[config.mk]
export PLATFORM = sky130hd
export DESIGN_NAME = program_loader
export DESIGN_NICKNAME = d
export VERILOG_FILES = /design/src/rtl/program_loader.sv
export SDC_FILE = /design/constraint.sdc
export NUM_CORES = 1
export LEC_CHECK = 0
export CORE_ASPECT_RATIO = 1.2
export CORE_MARGIN = 5
export CORE_UTILIZATION = 58
export CTS_BUF_LIST = sky130_fd_sc_hd__clkbuf_2 sky130_fd_sc_hd__clkbuf_4 sky130_fd_sc_hd__clkbuf_8
export DETAILED_ROUTE_END_ITERATION = 12
export PLACE_DENSITY = 0.82
export SYNTH_ARGS = -nofsm -noshare
export SYNTH_HDL_FRONTEND = slang
export SYNTH_SLANG_ARGS = --single-unit
[constraint.sdc]
create_clock -name CLK -period 2.7 [get_ports CLK]
set_clock_uncertainty 0.2 [all_clocks]
set_input_delay 0.54 -clock CLK [delete_from_list [all_inputs] [get_ports CLK]]
set_output_delay 0.54 -clock CLK [all_outputs]
set_load 0.005 [all_outputs]
[src/rtl/program_loader.sv]
// Boot-time program loader: parses a header/data/checksum byte stream from the host
// link, writes each data byte with a setup/strobe/hold cycle, then releases the CPU.
module program_loader (
   input  logic        CLK,
   input  logic        RST,
   input  logic [7:0]  IN_DATA,
   input  logic        IN_VALID,
   output logic        IN_READY,
   output logic [15:0] MEM_ADDR,
   output logic [7:0]  MEM_DATA,
   output logic        MEM_WE_bar,
   output logic        BUS_OE_bar,
   output logic        CPU_RST_bar,
   output logic        DONE,
   output logic        ERR
);

   typedef enum logic [3:0] {
      S_ADDR_HI = 4'd0,
      S_ADDR_LO = 4'd1,
      S_LEN_HI  = 4'd2,
      S_LEN_LO  = 4'd3,
      S_DATA    = 4'd4,
      S_SETUP   = 4'd5,
      S_STROBE  = 4'd6,
      S_HOLD    = 4'd7,
      S_CHECK   = 4'd8,
      S_DONE    = 4'd9,
      S_ERROR   = 4'd10
   } state_t;

   state_t      r_state;
   state_t      w_next;
   logic [15:0] r_hdr_addr;
   logic [15:0] r_count;
   logic [7:0]  r_csum;
   logic        w_xfer;
   logic        w_ready_nxt;
   logic        w_we_bar_nxt;
   logic        w_oe_bar_nxt;
   logic        w_cpu_rst_bar_nxt;
   logic        w_done_nxt;
   logic        w_err_nxt;

   assign w_xfer = IN_VALID & IN_READY;

   // Next-state decode; outputs are decoded from the next state so the registers match the state.
   always_comb begin
      w_next = r_state;
      case (r_state)
         S_ADDR_HI: if (w_xfer) w_next = S_ADDR_LO; else w_next = r_state;
         S_ADDR_LO: if (w_xfer) w_next = S_LEN_HI;  else w_next = r_state;
         S_LEN_HI:  if (w_xfer) w_next = S_LEN_LO;  else w_next = r_state;
         S_LEN_LO: begin
            if (w_xfer) begin
               if ({r_count[15:8], IN_DATA} == 16'h0000) w_next = S_CHECK;
               else                                      w_next = S_DATA;
            end else begin
               w_next = r_state;
            end
         end
         S_DATA:    if (w_xfer) w_next = S_SETUP; else w_next = r_state;
         S_SETUP:   w_next = S_STROBE;
         S_STROBE:  w_next = S_HOLD;
         S_HOLD: begin
            if (r_count != 16'h0000) w_next = S_DATA;
            else                     w_next = S_CHECK;
         end
         S_CHECK: begin
            if (w_xfer) begin
               if (IN_DATA == r_csum) w_next = S_DONE;
               else                   w_next = S_ERROR;
            end else begin
               w_next = r_state;
            end
         end
         S_DONE:    w_next = S_DONE;
         S_ERROR:   w_next = S_ERROR;
         default:   w_next = S_ADDR_HI;
      endcase

      w_ready_nxt       = 1'b0;
      w_we_bar_nxt      = 1'b1;
      w_oe_bar_nxt      = 1'b0;
      w_cpu_rst_bar_nxt = 1'b0;
      w_done_nxt        = 1'b0;
      w_err_nxt         = 1'b0;
      case (w_next)
         S_ADDR_HI, S_ADDR_LO, S_LEN_HI, S_LEN_LO, S_DATA, S_CHECK: w_ready_nxt = 1'b1;
         S_STROBE: w_we_bar_nxt = 1'b0;
         S_DONE: begin
            w_done_nxt        = 1'b1;
            w_cpu_rst_bar_nxt = 1'b1;
            w_oe_bar_nxt      = 1'b1;
         end
         S_ERROR: begin
            w_err_nxt    = 1'b1;
            w_oe_bar_nxt = 1'b1;
         end
         default: w_ready_nxt = 1'b0;
      endcase
   end

   // State and registered control outputs.
   always_ff @(posedge CLK) begin
      if (RST) begin
         r_state     <= S_ADDR_HI;
         IN_READY    <= 1'b0;
         MEM_WE_bar  <= 1'b1;
         BUS_OE_bar  <= 1'b0;
         CPU_RST_bar <= 1'b0;
         DONE        <= 1'b0;
         ERR         <= 1'b0;
      end else begin
         r_state     <= w_next;
         IN_READY    <= w_ready_nxt;
         MEM_WE_bar  <= w_we_bar_nxt;
         BUS_OE_bar  <= w_oe_bar_nxt;
         CPU_RST_bar <= w_cpu_rst_bar_nxt;
         DONE        <= w_done_nxt;
         ERR         <= w_err_nxt;
      end
   end

   // Header capture, memory bus drive, byte count and checksum.
   always_ff @(posedge CLK) begin
      if (RST) begin
         r_hdr_addr <= 16'h0000;
         r_count    <= 16'h0000;
         r_csum     <= 8'h00;
         MEM_ADDR   <= 16'h0000;
         MEM_DATA   <= 8'h00;
      end else begin
         case (r_state)
            S_ADDR_HI: if (w_xfer) r_hdr_addr[15:8] <= IN_DATA;
            S_ADDR_LO: if (w_xfer) r_hdr_addr[7:0]  <= IN_DATA;
            S_LEN_HI: begin
               if (w_xfer) begin
                  MEM_ADDR      <= r_hdr_addr;
                  r_count[15:8] <= IN_DATA;
               end
            end
            S_LEN_LO:  if (w_xfer) r_count[7:0] <= IN_DATA;
            S_DATA: begin
               if (w_xfer) begin
                  MEM_DATA <= IN_DATA;
                  r_csum   <= r_csum + IN_DATA;
                  r_count  <= r_count - 16'd1;
               end
            end
            S_HOLD:    MEM_ADDR <= MEM_ADDR + 16'd1;
            default:   r_csum   <= r_csum;
         endcase
      end
   end

endmodule

==> run summary <==
The share of final-layout standard cells stronger than drive strength 1 works out to 11.7%. In the synthesized netlist the async set-or-reset flop fraction comes to 0%. The placed wire-length estimate was 7210 um; the portion of the clock cycle consumed by the worst path in the final layout was 93.2%.

The via count normalized by instance count came out at 6.02. The count of flip-flops with a built-in enable after synthesis came out at 0. In the routed design, unresolved DRC markers number 0. Walking the worst path, the cells encountered are clkdlybuf4s50_1 > ha_1 > nor2b_1 > a311oi_1 > a2111o_1 > o21ai_1 > mux2_1. The tree is rooted in a clkbuf_8.

The worst path needs 2.52 ns of the cycle, external delays included. The category of the critical setup timing path is primary input to flip-flop. The H-tree was split into 3 levels.

The number of global-route vias before repair was 3,531. Setup repair after global routing left no endpoint under its margin. Entering global routing, the biggest net connects 36 pins.

The worst hold-check slack was 0.263 ns; the worst-margin pin slew was 0.530 ns. The number of nets in the synthesized netlist came out at 506. For the required time of the critical path, the log shows 2.73 ns. The die is 83.6 um wide. IR analysis of the VDD net gives a maximum drop of 0.000338 V. The slowest stage of the critical path belongs to the cell clkdlybuf4s50_1.

Gates resized during post-CTS repair numbered 0. The most used flip-flop cell after synthesis is dfxtp_1. The region available for standard cell placement spans 0.00637 sq mm. The cell count after synthesis came out at 485. Leaving out fill and tap cells, the most frequent cell in the layout is dfxtp_1.

TritonCTS built the clock tree. In the final routed layout, each cell accounts on average for 16.2 um. After synthesis, flip-flops and latches occupy 38.8% of the total area. The max-slew headroom at the worst pin came out at 64.5%.

The logs give 10,200 um for the sum of routed wire length over all layers and 0.34 ns for the worst-skew pair later-pin latency. The arrival time reported for the critical path endpoint was 2.54 ns; the number of inserted diodes was 0. The floorplan step set the die height to 98.3 um. Once detail routing completed, the nets flagged for antenna violations numbered 0. The logs give 0 for the number of max-slew violations in the final report and 9 for the TritonCTS buffer count.

The global placement routability congestion is 0.945, and the wire length of the first global-routing pass is 16,900 um. The count of buffers added on input and output ports is 40. In the final design database the tool counted 562 nets.

The run gives 398 MHz as the upper clock frequency limit. The tools report the buffer count from post-CTS setup fixing as 0. The number of design-rule violations left by the first detailed-router iteration is 275, and the overall track demand over capacity in global routing is 24.9%.

The run gives 5 as the number of iterations in the first detailed-routing pass. The die outline area is 0.00822 sq mm, and the number of warning messages in the yosys log is 0. Synthesized flop and latch total: 73. The flow ran to the end, and the final reports show no timing, DRC or antenna violations. The clock drives 73 sinks.

The area added between synthesis and finish is 23.2%, and the CTS clock-pin slew for the worst setup and hold paths is 0.08 ns. The post-synthesis cell area was 0.00377 sq mm; the number of fill cells in the layout was 496. The analysis attributes to cell leakage a power of 0.00178 uW.

Number of max-cap violations: 0. The final-report setup violation count was 0; the biggest fanout along the worst timing path was 4. The initial antenna violation count is 0.

For this run, the number of standard cells in the final layout without fillers is 631. The worst setup path is launched from a primary input. The top cell types in the final layout, fill and taps aside, are dfxtp_1, nand2_1, nor2_1, a21oi_1, clkdlybuf4s50_1. The initial standard-cell utilization of the core is 59.2%.

The power density over the cells is 502 mW/mm^2. Global routing finished with a remaining overflow of 0. The tools report the type of destination of the critical path as a flip-flop. In this run, placement finished with an instance count of 615. The routed via count was 3,798; the final hold violation count was 0. Averaged over all synthesized cells, the footprint is 7.77 sq um. The largest stage delay on the critical path is 0.45 ns, and the buffer levels on the longest clock path is 2. Buffers inserted to repair hold after CTS numbered 0. Synthesis instantiated 61 different standard cells from the library.

The run gives 32 as the count of standard-cell rows. During I/O placement, the number of pins put on the boundary was 41. The worst hold path belongs to the class flip-flop to flip-flop.
[cells by family after synthesis]
| kind of cell | synth area share, % |
|---|---|
| compound gates | 21.6 |
| simple gates | 27.4 |
| xor+xnor | 2.09 |
| flops | 38.8 |
| buf+inv | 4.15 |
| fa+ha+maj | 3.52 |
| mux | 2.46 |
[flip-flops by register name (all words and copies together), names as in the netlist]
name        count
r_csum          8
IN_READY        1
MEM_DATA        8
r_state         4
r_count        16
MEM_ADDR       16
MEM_WE_bar      1
BUS_OE_bar      1
r_hdr_addr     16
ERR             1
DONE            1
[path summary, 6_finish.rpt]
kind,startpoint,end,slack [ns],cells after the start
worst max-delay path,IN_DATA[2],r_csum[7],0.18,7
worst min-delay path,MEM_DATA[6],MEM_DATA[6],0.26,2
worst max register to register,r_state[1],MEM_ADDR[15],0.37,6
worst min register to register,MEM_DATA[6],MEM_DATA[6],0.26,2
[report_power, final]
| group | internal, uW | leakage, uW | switching (uW) |
|---|---|---|---|
| clock network | 555 | 0.000117 | 403 |
| logic | 105 | 0.00107 | 146 |
| registers | 1100 | 0.000590 | 25.4 |
[cell type report]
| type | instances | area (sq um) | area share, % |
|---|---|---|---|
| inverter | 10 | 37.5 | 0.808 |
| multi-input combinational | 373 | 2150 | 46.3 |
| sequential | 73 | 1460 | 31.5 |
| timing repair buffer | 74 | 663 | 14.3 |
| clock buffer | 11 | 145 | 3.13 |
| tap | 85 | 106 | 2.29 |
| clock inverter | 5 | 78.8 | 1.70 |
[routing by layer]
layer	track usage, %	part of all wire [%]
met1	31.2	42
met3	3.80	6.0
met2	42.5	50
met4	10.5	2.8
met5	0	0
[cells in the mapped netlist, types with 5 or more instances]
cell type / number / share of area (%)
a22oi_1: 5 / 1.0
mux2i_1: 7 / 1.9
o21ai_0: 20 / 2.7
a211oi_1: 6 / 1.2
dfxtp_1: 73 / 39
nand2_1: 69 / 6.9
clkbuf_1: 22 / 2.2
a31oi_1: 5 / 0.83
ha_1: 9 / 3.0
nor3_1: 16 / 2.1
nor2_1: 61 / 6.1
a21oi_1: 54 / 7.2
nor2b_1: 7 / 1.2
nand2b_1: 6 / 1.0
a221oi_1: 5 / 1.2
inv_1: 10 / 1.0
nand4_1: 6 / 1.0
buf_2: 5 / 0.66
o31ai_1: 6 / 1.2
xnor2_1: 5 / 1.2
nand3_1: 19 / 2.5
nor4_1: 6 / 1.0
[metrics by stage]
| step | TNS, ns | total power, uW | area, sq um | util [%] | setup WS (ns) |
|---|---|---|---|---|---|
| 2_1_floorplan | 0 | 1290 | 3770 | - | 0.380 |
| 3_3_place_gp | -0.258 | 1390 | 4420 | 69.4 | -0.121 |
| 3_5_place_dp | -0.461 | 1390 | 4420 | 69.4 | -0.137 |
| 4_1_cts | 0 | 2340 | 4640 | 72.9 | 0.181 |
| 5_1_grt | 0 | 2420 | 4640 | 72.9 | 0.0378 |
| 6_report | 0 | 2330 | 4640 | 72.9 | 0.185 |
[worst max-delay path, delay by kind of cell]
family	cells	cell delay (ns)
buffers and inverters	1	0.45
AND/OR/NAND/NOR	1	0.20
multiplexers	1	0.32
adder cells (fa/ha/maj)	1	0.37
AO/OA/AOI/OAI	3	0.66
No activity file was read; power rests on OpenSTA's default activity.
